## src/rtl/sample_decim.sv

```systemverilog
// sample_decim
// Decimates a qualified 8-bit sample stream. One out of every DIV+1 valid
// samples is accepted, starting with the first valid sample after reset.
// The accept strobe is combinational and the sample is passed straight
// through. The FIFO can therefore capture an accepted sample on the same
// edge that it arrives.
//
// Ports:
//   CLK          system clock, rising edge
//   RST          asynchronous active-high reset
//   SAMPLE       incoming sample byte
//   SAMPLE_VALID one-cycle strobe qualifying SAMPLE
//   DIV          decimation ratio (accept 1 of DIV+1, 0 = accept all)
//   accepted     high in the cycle a valid sample is taken
//   sample_out   the sample byte (pass-through of SAMPLE)
module sample_decim #(
    parameter int DIV_W = 16
) (
    input  logic             CLK,
    input  logic             RST,
    input  logic [7:0]       SAMPLE,
    input  logic             SAMPLE_VALID,
    input  logic [DIV_W-1:0] DIV,
    output logic             accepted,
    output logic [7:0]       sample_out
);

    logic [DIV_W-1:0] dcnt;

    // The counter reaching zero marks the next valid sample as the one to keep.
    assign accepted   = SAMPLE_VALID && (dcnt == '0);
    assign sample_out = SAMPLE;

    // DIV is only sampled on reload, so a new ratio never truncates the
    // skip run that is already in progress.
    always_ff @(posedge CLK or posedge RST) begin
        if (RST) begin
            dcnt <= '0;
        end else if (SAMPLE_VALID) begin
            if (dcnt == '0) begin
                dcnt <= DIV;
            end else begin
                dcnt <= dcnt - 1'b1;
            end
        end
    end

endmodule

```

## src/rtl/val_sample_fifo.sv

```systemverilog
// val_sample_fifo
// Capture-side buffer in front of the SPI slave. Accepted samples from the
// decimator are queued in a show-ahead FIFO. The head byte is presented on
// VAL. The SPI side pulses POP after it has loaded a byte.
//
// Ports:
//   CLK, RST      clock and asynchronous active-high reset
//   SAMPLE        sample byte; SAMPLE_VALID qualifies it
//   DIV           decimation ratio
//   POP           consume the head entry (ignored while EMPTY)
//   CLR_OVF       clear the sticky overflow flag
//   VAL           head entry, 8'h00 while EMPTY
//   EMPTY, FULL   registered occupancy flags
//   LEVEL         registered entry count
//   OVF           sticky lost-sample flag
module val_sample_fifo #(
    parameter int DEPTH_LOG2 = 4,
    parameter int DIV_W      = 16
) (
    input  logic                CLK,
    input  logic                RST,
    input  logic [7:0]          SAMPLE,
    input  logic                SAMPLE_VALID,
    input  logic [DIV_W-1:0]    DIV,
    input  logic                POP,
    input  logic                CLR_OVF,
    output logic [7:0]          VAL,
    output logic                EMPTY,
    output logic                FULL,
    output logic [DEPTH_LOG2:0] LEVEL,
    output logic                OVF
);

    localparam int DEPTH = 2 ** DEPTH_LOG2;

    logic [7:0]            mem [DEPTH];
    logic [DEPTH_LOG2-1:0] rd_ptr;
    logic [DEPTH_LOG2-1:0] wr_ptr;
    logic [DEPTH_LOG2:0]   level_next;
    logic                  accepted;
    logic [7:0]            sample_byte;
    logic                  pop_eff;
    logic                  push;
    logic                  overflow;

    sample_decim #(
        .DIV_W(DIV_W)
    ) u_decim (
        .CLK          (CLK),
        .RST          (RST),
        .SAMPLE       (SAMPLE),
        .SAMPLE_VALID (SAMPLE_VALID),
        .DIV          (DIV),
        .accepted     (accepted),
        .sample_out   (sample_byte)
    );

    // A pop in the same cycle frees the head slot. Because of that, a full
    // FIFO can still take the accepted sample without losing anything.
    assign pop_eff  = POP && !EMPTY;
    assign push     = accepted && (!FULL || pop_eff);
    assign overflow = accepted && FULL && !pop_eff;

    always_comb begin
        level_next = LEVEL;
        if (push && !pop_eff) begin
            level_next = LEVEL + 1'b1;
        end else if (pop_eff && !push) begin
            level_next = LEVEL - 1'b1;
        end
    end

    // Storage has no reset. Entries outside the occupied window are never
    // presented on VAL.
    always_ff @(posedge CLK) begin
        if (push) begin
            mem[wr_ptr] <= sample_byte;
        end
    end

    // The flags are derived from the next count rather than from comparing
    // pointers. This keeps them registered and aligned with the pointer update.
    always_ff @(posedge CLK or posedge RST) begin
        if (RST) begin
            rd_ptr <= '0;
            wr_ptr <= '0;
            LEVEL  <= '0;
            EMPTY  <= 1'b1;
            FULL   <= 1'b0;
        end else begin
            if (push) begin
                wr_ptr <= wr_ptr + 1'b1;
            end
            if (pop_eff) begin
                rd_ptr <= rd_ptr + 1'b1;
            end
            LEVEL <= level_next;
            EMPTY <= (level_next == '0);
            FULL  <= (level_next == (DEPTH_LOG2 + 1)'(DEPTH));
        end
    end

    // If a new overflow arrives in the same cycle as a clear request, the
    // new overflow wins. Firmware will then still see the loss.
    always_ff @(posedge CLK or posedge RST) begin
        if (RST) begin
            OVF <= 1'b0;
        end else if (overflow) begin
            OVF <= 1'b1;
        end else if (CLR_OVF) begin
            OVF <= 1'b0;
        end
    end

    assign VAL = EMPTY ? 8'h00 : mem[rd_ptr];

endmodule

```

## config.mk

```make
export PLATFORM = sky130hd
export DESIGN_NAME = val_sample_fifo
export DESIGN_NICKNAME = d
export VERILOG_FILES = /design/src/rtl/sample_decim.sv /design/src/rtl/val_sample_fifo.sv
export SDC_FILE = /design/constraint.sdc
export NUM_CORES = 1
export LEC_CHECK = 0
export BUFFER_PORTS_ARGS = -buffer_cell sky130_fd_sc_hd__buf_2
export CAP_MARGIN = 20
export CORE_ASPECT_RATIO = 0.6
export CORE_UTILIZATION = 38
export DETAILED_ROUTE_END_ITERATION = 8
export REMOVE_ABC_BUFFERS = 1
export SETUP_SLACK_MARGIN = 0.15
export SYNTH_ARGS = -nofsm -noshare
export SYNTH_HDL_FRONTEND = slang
export SYNTH_SLANG_ARGS = --single-unit
```

## constraint.sdc

```tcl
create_clock -name CLK -period 4.6 [get_ports CLK]
set_input_delay 0.92 -clock CLK [delete_from_list [all_inputs] [get_ports CLK]]
set_output_delay 0.92 -clock CLK [all_outputs]
set_load 0.02 [all_outputs]
```

==> results of run 1 <==
area by class of cell:
class | instances | area (sq um) | share of cell area, %
tap | 234 | 292.8 | 3.689
timing repair buffer | 53 | 287.8 | 3.626
clock inverter | 14 | 193.9 | 2.444
antenna | 1 | 2.502 | 0.03153
inverter | 13 | 48.80 | 0.6149
multi-input combinational | 218 | 2038 | 25.68
clock buffer | 17 | 425.4 | 5.360
sequential | 160 | 4647 | 58.55
stage by stage:
step / total power, mW / setup slack (ps) / cell area, sq um
floorplan: 2.820 / 949.0 / 6733
detailed placement: 3.277 / 954.1 / 7315
global placement: 3.251 / 1064 / 7315
finish: 4.755 / 690.3 / 7936
CTS: 4.767 / 633.4 / 7934
global route: 4.955 / 517.7 / 7934
metal layers:
metal	vias up	wire length (um)	global-route usage [%]
met5	-	0	0
met4	0	145	5.528
met3	13	1390	4.582
met2	189	6442	23.16
met1	2049	8065	30.44
li1	1722	-	-
cells by family after synthesis:
logic type / share of synthesized area, %
adder cells (fa/ha/maj): 1.650
XOR/XNOR: 1.284
multiplexers: 14.38
AO/OA/AOI/OAI: 4.401
AND/OR/NAND/NOR: 8.161
buffers and inverters: 2.036
flip-flops: 68.09
power by group through the flow:
stage / Sequential, mW / Combinational (mW) / Clock [mW]
after floorplan: 1.99 / 0.835 / 0
after global placement: 2.00 / 1.25 / 0
after detailed placement: 2.01 / 1.27 / 0
after CTS: 1.99 / 1.27 / 1.51
after global routing: 2.02 / 1.36 / 1.57
final: 1.99 / 1.27 / 1.50
state kept, by name, indices dropped and copies added (netlist names):
register,cells
mem,128
u_decim.dcnt,16
LEVEL,5
rd_ptr,4
wr_ptr,4
EMPTY,1
FULL,1
OVF,1
worst max-delay path, delay by kind of cell, from the launching register on:
kind	cells	cell delay, ps
muxes	2	1000
and+or+nand+nor	1	140
DFF	1	880
buffers and inverters	2	540
cells in the mapped netlist, types with 4 or more instances:
master / count
sky130_fd_sc_hd__a21oi_1: 15
sky130_fd_sc_hd__buf_1: 4
sky130_fd_sc_hd__clkbuf_1: 13
sky130_fd_sc_hd__dfrtp_1: 31
sky130_fd_sc_hd__edfxtp_1: 128
sky130_fd_sc_hd__ha_1: 9
sky130_fd_sc_hd__inv_1: 13
sky130_fd_sc_hd__mux2i_1: 8
sky130_fd_sc_hd__mux4_2: 40
sky130_fd_sc_hd__nand2_1: 19
sky130_fd_sc_hd__nand3_1: 7
sky130_fd_sc_hd__nor2_1: 22
sky130_fd_sc_hd__nor2b_1: 11
sky130_fd_sc_hd__nor3_1: 14
sky130_fd_sc_hd__nor4_1: 6
sky130_fd_sc_hd__o21ai_0: 18
sky130_fd_sc_hd__xnor2_1: 9
worst min path at each step:
stage	from	endpoint	slack (ps)	depth (start not counted)
6_report	LEVEL[4]$_DFF_PP0_	LEVEL[4]$_DFF_PP0_	510	1
3_5_place_dp	LEVEL[4]$_DFF_PP0_	LEVEL[4]$_DFF_PP0_	500	1
3_3_place_gp	LEVEL[4]$_DFF_PP0_	LEVEL[4]$_DFF_PP0_	510	1
4_1_cts	LEVEL[4]$_DFF_PP0_	LEVEL[4]$_DFF_PP0_	510	1
2_1_floorplan	u_decim.dcnt[1]$_DFFE_PP0P_	u_decim.dcnt[3]$_DFFE_PP0P_	490	2
5_1_grt	LEVEL[4]$_DFF_PP0_	LEVEL[4]$_DFF_PP0_	570	1
==> impl_metrics.toml, run 1 <==
[placed_design]
numPortBuffers = 44
post-dp-hpwl_um = 11130
place.gp.congestion = 0.8640
place_inst = 678

[die]
chipHeight_um = 105.8
std_cell_rows = 37
fp.dieW_um = 175.0
dieArea_sq_mm = 0.01851
placeable_area_sq_mm = 0.01736
count_of_pins_on_the_block_boundary = 45
floorplan.initialDensity_pct = 39.30

[timing]
timing_worst_slew_pin_value_ps = 966.3
rsz0062_at_grt = "no"
tns_ps = 0
period_needed_ps = 3910
final_min_period_over_clock_period_pct = 84.99
max-slew-margin-rel_pct = 35.58
hold_slack_ps = 512.8
timing_max_transition_violations_final = 0
final-hold-violation-count = 0
final_setup_violating_endpoints = 0
skew_ps = 14.40
maxClockFrequency_ghz = 0.2558

[cells_and_area]
final_core_util_pct = 45.72
layout.cells.most_common = "sky130_fd_sc_hd__edfxtp_1"
final.fill_count = 1523
layout-drive-gt1-share_pct = 28.21
layout_common_cells = "sky130_fd_sc_hd__edfxtp_1, sky130_fd_sc_hd__buf_2, sky130_fd_sc_hd__mux4_2"
layout.nets = 501
fin_cells = 710
syn2layout_area_growth_pct = 16.32

[worst_setup_path]
setup.worst_path.class = "flip-flop to output port"
critical_path_required_ps = 3680
r2r-end = "mem[6][3]$_DFFE_PP_"
timing.critical_path.to = "VAL[3]"
reg2reg_depth = 7
worstPathMaxFanout = 23
path_common_cell = "sky130_fd_sc_hd__mux4_2"
timing.rr.start = "u_decim.dcnt[0]$_DFFE_PP0P_"
arrival_ps = 2990
setup.worst_path.start = "rd_ptr[0]$_DFFE_PP0P_"
rrSetupSlack_ps = 1460
critical_path.slowest_cell = "sky130_fd_sc_hd__dfrtp_2"
worst_setup_path_start_kind = "flip-flop"
timing.critical_path.to_type = "output port"
critPathMaxStageDelay_ps = 880
critical_path.cell_chain = "buf_4 > mux4_2 > mux4_2 > nor2b_1 > buf_2"

[global_routing]
vias_in_the_first_global_route = 3881
grt_start_max_net_pins = 33
grt_first_pass_wirelength_um = 24380
gr-total-overflow = 0
grt_util_all_layers_pct = 18.46
antenna_found_initial = 1

[pwr]
switching_power_as_a_share_of_total_power_pct = 32.74
power_switching_mw = 1.557
ir_drop_v = 0.0002532
clock_power_share_pct = 31.5
power.sequential.fraction_pct = 41.8
p_int_mw = 3.198
power.leakage_nw = 2.808
comb_power_share_pct = 26.8
p_per_area_mw_per_mm2 = 599.1

[synthesis]
synth_top_cells_by_area = "sky130_fd_sc_hd__edfxtp_1, sky130_fd_sc_hd__mux4_2, sky130_fd_sc_hd__dfrtp_1, sky130_fd_sc_hd__ha_1, sky130_fd_sc_hd__o21ai_0"
syn-instance-count = 412
synth_edf_count = 128
postSynthAreaPerCell_sq_um = 16.56
synthFlopType = "sky130_fd_sc_hd__edfxtp_1"
post_synth_num_cell_types = 45
netlist.top_cell.by_area = "sky130_fd_sc_hd__edfxtp_1"
async_flop_share_pct = 20.00
yosysWarnings = 0
synth.cell_area_sq_mm = 0.006823
synth_top_area_share_pct = 56.34
synth-seq-area-share_pct = 68.09
ys_seq_elements = 160

[cts]
post-cts-setup-buffers = 0
cts_max_level = 4
number_of_resized_instances_in_the_post_cts_repair_step = 0
clock_sink_count = 160
cts_hold_buf = 0
cts-buffers-inserted = 17
tritoncts = "yes"
number_of_buffers_on_the_longest_clock_path = 2
clock_transition_at_path_regs_ps = 70
clk_root_buffer_cell = "sky130_fd_sc_hd__clkbuf_16"
clock_insertion_delay_worst_skew_ps = 420

[status]
run_status = "completed"

[routing]
drt-wirelength-per-cell_um = 22.59
postRouteWirelength_um = 16040
firstDrtPassIters = 5
viasPerCell = 5.596
dr_total_vias = 3973
drt.antenna.violating_nets = 0
drt_iter0_drc = 350
drc_violation_count_after_routing = 0

[hold_path]
worstHoldPathType = "flip-flop to flip-flop"

[job]
max-cap-violations = 0
Power figures use the tool's default switching activity.
==> inputs of run 2 (changes only) <==
==> constraint.sdc (replaced) <==
create_clock -name CLK -period 3.1 [get_ports CLK]
set_input_delay 0.62 -clock CLK [delete_from_list [all_inputs] [get_ports CLK]]
set_output_delay 0.62 -clock CLK [all_outputs]
set_load 0.02 [all_outputs]
==> impl_metrics.toml, run 2 (synthesis results as in run 1) <==
[cells_and_area]
largest_reg_flops = 128
layout.cells.most_common = "sky130_fd_sc_hd__edfxtp_1"
final.fill_count = 1499
layout-drive-gt1-share_pct = 32.54
layout_top_registers = "mem: 128 flops, u_decim.dcnt: 16 flops, LEVEL: 5 flops"
syn2layout_area_growth_pct = 21.09
registers.top_by_ff_count = "mem"
layout_common_cells = "sky130_fd_sc_hd__edfxtp_1, sky130_fd_sc_hd__mux4_2, sky130_fd_sc_hd__buf_2"
layout.nets = 529
antennaDiodeCount = 0
final_area_sq_mm = 0.008262
combined_area_of_the_multi_input_logic_cells_sq_mm = 0.002068
final_core_util_pct = 47.59
seqCellArea_sq_mm = 0.004647

[cts]
cts_max_level = 4
number_of_buffers_on_the_longest_clock_path = 2
clock_transition_at_path_regs_ps = 60
clock_insertion_delay_worst_skew_ps = 420
clk_root_buffer_cell = "sky130_fd_sc_hd__clkbuf_16"
tritoncts = "yes"
cts-buffers-inserted = 17
clock_sink_count = 160

[worst_setup_path]
cpLargestDelayFamily = "multiplexers"
worst_setup_path_start_kind = "flip-flop"
critPathMaxStageDelay_ps = 520
timing.critical_path.to_type = "output port"
worstPathMaxFanout = 5
critical_path_required_ps = 2480
critical_path.cell_chain = "buf_12 > buf_12 > mux4_2 > mux4_2 > nor2b_1 > buf_2"
critical_path.slowest_cell = "sky130_fd_sc_hd__mux4_2"
setup.worst_path.class = "flip-flop to output port"
cp.buffers_inverters = 3
arrival_ps = 2440

[timing]
timing_max_transition_violations_final = 0
final_min_period_over_clock_period_pct = 98.61
tns_ps = 0
period_needed_ps = 3057
maxClockFrequency_ghz = 0.3271
max-slew-margin-rel_pct = 38.73
rsz0062_at_grt = "yes"
timing_worst_slew_pin_value_ps = 910.7
skew_ps = 7.552
final_setup_violating_endpoints = 0
final-hold-violation-count = 0

[die]
fp.dieW_um = 175.0
count_of_pins_on_the_block_boundary = 45
chipHeight_um = 105.8
placeable_area_sq_mm = 0.01736
floorplan.initialDensity_pct = 39.30
dieArea_sq_mm = 0.01851
std_cell_rows = 37

[global_routing]
antenna_found_initial = 0
grt_first_pass_wirelength_um = 24030
grt_util_all_layers_pct = 18.22
grt_start_max_net_pins = 36
gr-total-overflow = 0
vias_in_the_first_global_route = 3957

[pwr]
power.leakage_nw = 2.999
fin_total_pwr_mw = 7.207
ir_drop_v = 0.0004284
p_per_area_mw_per_mm2 = 872.3

[routing]
dr_total_vias = 3982
drt-wirelength-per-cell_um = 21.09
drt.antenna.violating_nets = 0
firstDrtPassIters = 5
drt_iter0_drc = 397
postRouteWirelength_um = 15570
drc_violation_count_after_routing = 0
viasPerCell = 5.396

[placed_design]
numPortBuffers = 44
post-dp-hpwl_um = 10420
place.gp.congestion = 0.8194
detailed_place.area_sq_mm = 0.007517

[status]
run_status = "completed"

[hold_path]
worstHoldPathType = "input port to async pin"

[job]
max-cap-violations = 0
## run 2: what timing repair did
item	4_1_cts	5_1_grt
buffers inserted	4	0
hold buffers	0	0
gates resized for setup	15	3
endpoints found under the setup margin	8	8
hold endpoints to repair	0	0
cloned	2	0
## run 2: where the power goes
| group | internal [mW] | switching, mW |
|---|---|---|
| registers | 2.50 | 0.322 |
| logic | 1.28 | 1.09 |
| clock network | 1.18 | 0.837 |
## run 2: metrics by stage
stage / cells / worst slack [ps] / hold slack [ps]
after floorplan: 391 / -251.0 / 488.8
after global placement: 700 / 346.0 / 506.9
after detailed placement: 700 / 324.8 / 522.7
after CTS: 738 / 18.72 / 332.6
after global routing: 738 / -19.95 / 375.9
final: 738 / 43.16 / 331.8
## run 2: final timing paths
| path | slack, ps | depth (start not counted) | start | to |
|---|---|---|---|---|
| min in group CLK | 380 | 2 | CLR_OVF | OVF$_DFFE_PP0P_ |
| max | 40 | 6 | rd_ptr[0]$_DFFE_PP0P_ | VAL[6] |
| max in group asynchronous | 2070 | 3 | RST | u_decim.dcnt[6]$_DFFE_PP0P_ |
| min | 330 | 2 | RST | u_decim.dcnt[1]$_DFFE_PP0P_ |
| min reg2reg | 530 | 2 | OVF$_DFFE_PP0P_ | OVF$_DFFE_PP0P_ |
| max reg2reg | 520 | 6 | u_decim.dcnt[7]$_DFFE_PP0P_ | mem[7][5]$_DFFE_PP_ |
## run 2: cell type report
cell class              count  share of cell area [%]
clock inverters            14                   1.696
repair buffers             81                   7.693
well taps                 234                   3.544
flip-flops and latches    160                   56.25
clock buffers              18                   5.195
multi-input cells         218                   25.03
inverters                  13                  0.5906
## run 2: per-layer routing
| layer | global-route usage [%] | up-vias | wire [um] |
|---|---|---|---|
| li1 | - | 1778 | - |
| met1 | 27.49 | 2041 | 7366 |
| met2 | 25.28 | 147 | 6774 |
| met3 | 4.545 | 16 | 1215 |
| met4 | 6.522 | 0 | 209 |
| met5 | 0 | - | 0 |
## run 2: worst reg2reg max path: cells and delay by family (launching register included)
kind                   cells  cell delay (ps)
AOI/OAI and AO/OA          1              310
DFF                        1              450
and+or+nand+nor            4             1280
buffers and inverters      1              240
==> inputs of run 3 (changes only) <==
--- a/config.mk
+++ b/config.mk
@@ -9,6 +9,7 @@
 export CAP_MARGIN = 20
 export CORE_ASPECT_RATIO = 0.6
 export CORE_UTILIZATION = 38
+export CTS_BUF_LIST = sky130_fd_sc_hd__clkbuf_4 sky130_fd_sc_hd__clkbuf_8
 export DETAILED_ROUTE_END_ITERATION = 8
 export REMOVE_ABC_BUFFERS = 1
 export SETUP_SLACK_MARGIN = 0.15
==> impl_metrics.toml, run 3 (synthesis results as in run 1) <==
[status]
run_status = "completed"

[die]
placeable_area_sq_mm = 0.01736
std_cell_rows = 37
count_of_pins_on_the_block_boundary = 45
chipHeight_um = 105.8
fp.dieW_um = 175.0
dieArea_sq_mm = 0.01851
floorplan.initialDensity_pct = 39.30

[routing]
viasPerCell = 5.428
drc_violation_count_after_routing = 0
drt-wirelength-per-cell_um = 21.11
postRouteWirelength_um = 15580
drt.antenna.violating_nets = 0
firstDrtPassIters = 5
dr_total_vias = 4006
drt_iter0_drc = 344

[cells_and_area]
registers.top_by_ff_count = "mem"
layout.nets = 529
final_area_sq_mm = 0.008074
antennaDiodeCount = 0
layout-drive-gt1-share_pct = 32.74
layout.cells.most_common = "sky130_fd_sc_hd__edfxtp_1"
final_core_util_pct = 46.51
layout_top_registers = "mem: 128 flops, u_decim.dcnt: 16 flops, LEVEL: 5 flops"
largest_reg_flops = 128
layout_common_cells = "sky130_fd_sc_hd__edfxtp_1, sky130_fd_sc_hd__mux4_2, sky130_fd_sc_hd__buf_2"
syn2layout_area_growth_pct = 18.34

[timing]
skew_ps = 11.54
tns_ps = 0
rsz0062_at_grt = "yes"
period_needed_ps = 3087
final_setup_violating_endpoints = 0
final-hold-violation-count = 0
timing_worst_slew_pin_value_ps = 910.3
maxClockFrequency_ghz = 0.3239
final_min_period_over_clock_period_pct = 99.59
max-slew-margin-rel_pct = 38.75
timing_max_transition_violations_final = 0

[cts]
cts_hold_buf = 0
clock_sink_count = 160
clk_root_buffer_cell = "sky130_fd_sc_hd__clkbuf_8"
number_of_buffers_on_the_longest_clock_path = 2
cts-buffers-inserted = 17
cts_max_level = 4
tritoncts = "yes"
clock_insertion_delay_worst_skew_ps = 450
clock_transition_at_path_regs_ps = 80

[global_routing]
gr-total-overflow = 0
grt_first_pass_wirelength_um = 23920
antenna_found_initial = 0
grt_util_all_layers_pct = 18.13
vias_in_the_first_global_route = 3972
grt_start_max_net_pins = 36

[worst_setup_path]
worst_setup_path_start_kind = "flip-flop"
setup.worst_path.start = "rd_ptr[0]$_DFFE_PP0P_"
timing.rr.start = "u_decim.dcnt[0]$_DFFE_PP0P_"
setup.worst_path.class = "flip-flop to output port"
worstPathMaxFanout = 6
reg2reg_depth = 8
arrival_ps = 2470
timing.critical_path.to_type = "output port"
critical_path_required_ps = 2480

[pwr]
power.sequential.fraction_pct = 42.1
fin_total_pwr_mw = 6.680
comb_power_share_pct = 35.6
clock_power_share_pct = 22.3
power.leakage_nw = 2.915
ir_drop_v = 0.0002620
power_switching_mw = 2.182
p_per_area_mw_per_mm2 = 827.3
p_int_mw = 4.498
switching_power_as_a_share_of_total_power_pct = 32.67

[placed_design]
detailed_place.area_sq_mm = 0.007517
numPortBuffers = 44
place.gp.congestion = 0.8194
post-dp-hpwl_um = 10420

[hold_path]
worstHoldPathType = "input port to async pin"

[job]
max-cap-violations = 0
[run 3: worst max-delay path: stages (launching register included)]
cell and delay [ps]:
sky130_fd_sc_hd__dfrtp_2 390, sky130_fd_sc_hd__buf_12 140, sky130_fd_sc_hd__buf_12 110, sky130_fd_sc_hd__buf_16 120, sky130_fd_sc_hd__mux4_2 490, sky130_fd_sc_hd__mux4_2 480
sky130_fd_sc_hd__nor2b_4 140, sky130_fd_sc_hd__buf_6 140
[run 3: stage by stage]
stage	hold slack [ps]	setup slack (ps)	instances
3_5_place_dp	522.7	324.8	700
6_report	301.7	12.70	738
4_1_cts	288.3	-22.84	738
3_3_place_gp	506.9	346.0	700
2_1_floorplan	488.8	-251.0	391
5_1_grt	329.9	-67.79	738
[run 3: per-layer routing]
layer  wire, um  vias to the layer above  GRT usage, %
met5          0                        -             0
met4        148                        0         5.342
met3       1066                       14         4.690
met2       6788                      142         25.40
met1       7573                     2076         27.50
li1           -                     1774             -
[run 3: final timing paths]
kind / end / slack [ps]
max: VAL[5] / 10
min: u_decim.dcnt[1]$_DFFE_PP0P_ / 300
max reg2reg: mem[3][6]$_DFFE_PP_ / 480
min reg2reg: OVF$_DFFE_PP0P_ / 530
max in group asynchronous: u_decim.dcnt[6]$_DFFE_PP0P_ / 2100
min in group CLK: OVF$_DFFE_PP0P_ / 350
[run 3: final cells by class]
| type | count | area (sq um) |
|---|---|---|
| multi-input cells | 218 | 2068 |
| clock inverters | 14 | 140.1 |
| fillers | 1518 | 9286 |
| clock buffers | 18 | 241.5 |
| flip-flops and latches | 160 | 4647 |
| repair buffers | 81 | 635.6 |
| inverters | 13 | 48.80 |
| well taps | 234 | 292.8 |
[run 3: what timing repair did]
action,in CTS,in global routing
gates cloned,2,0
setup endpoints to repair,8,8
gates resized for setup,15,3
buffers inserted,4,0
[run 3: power groups by stage]
stage	registers, mW	logic (mW)	clock network (mW)
floorplan	2.95	1.24	0
global placement	2.86	1.99	0
detailed placement	2.87	2.02	0
CTS	2.80	2.36	1.53
global route	2.85	2.56	1.61
finish	2.82	2.37	1.49
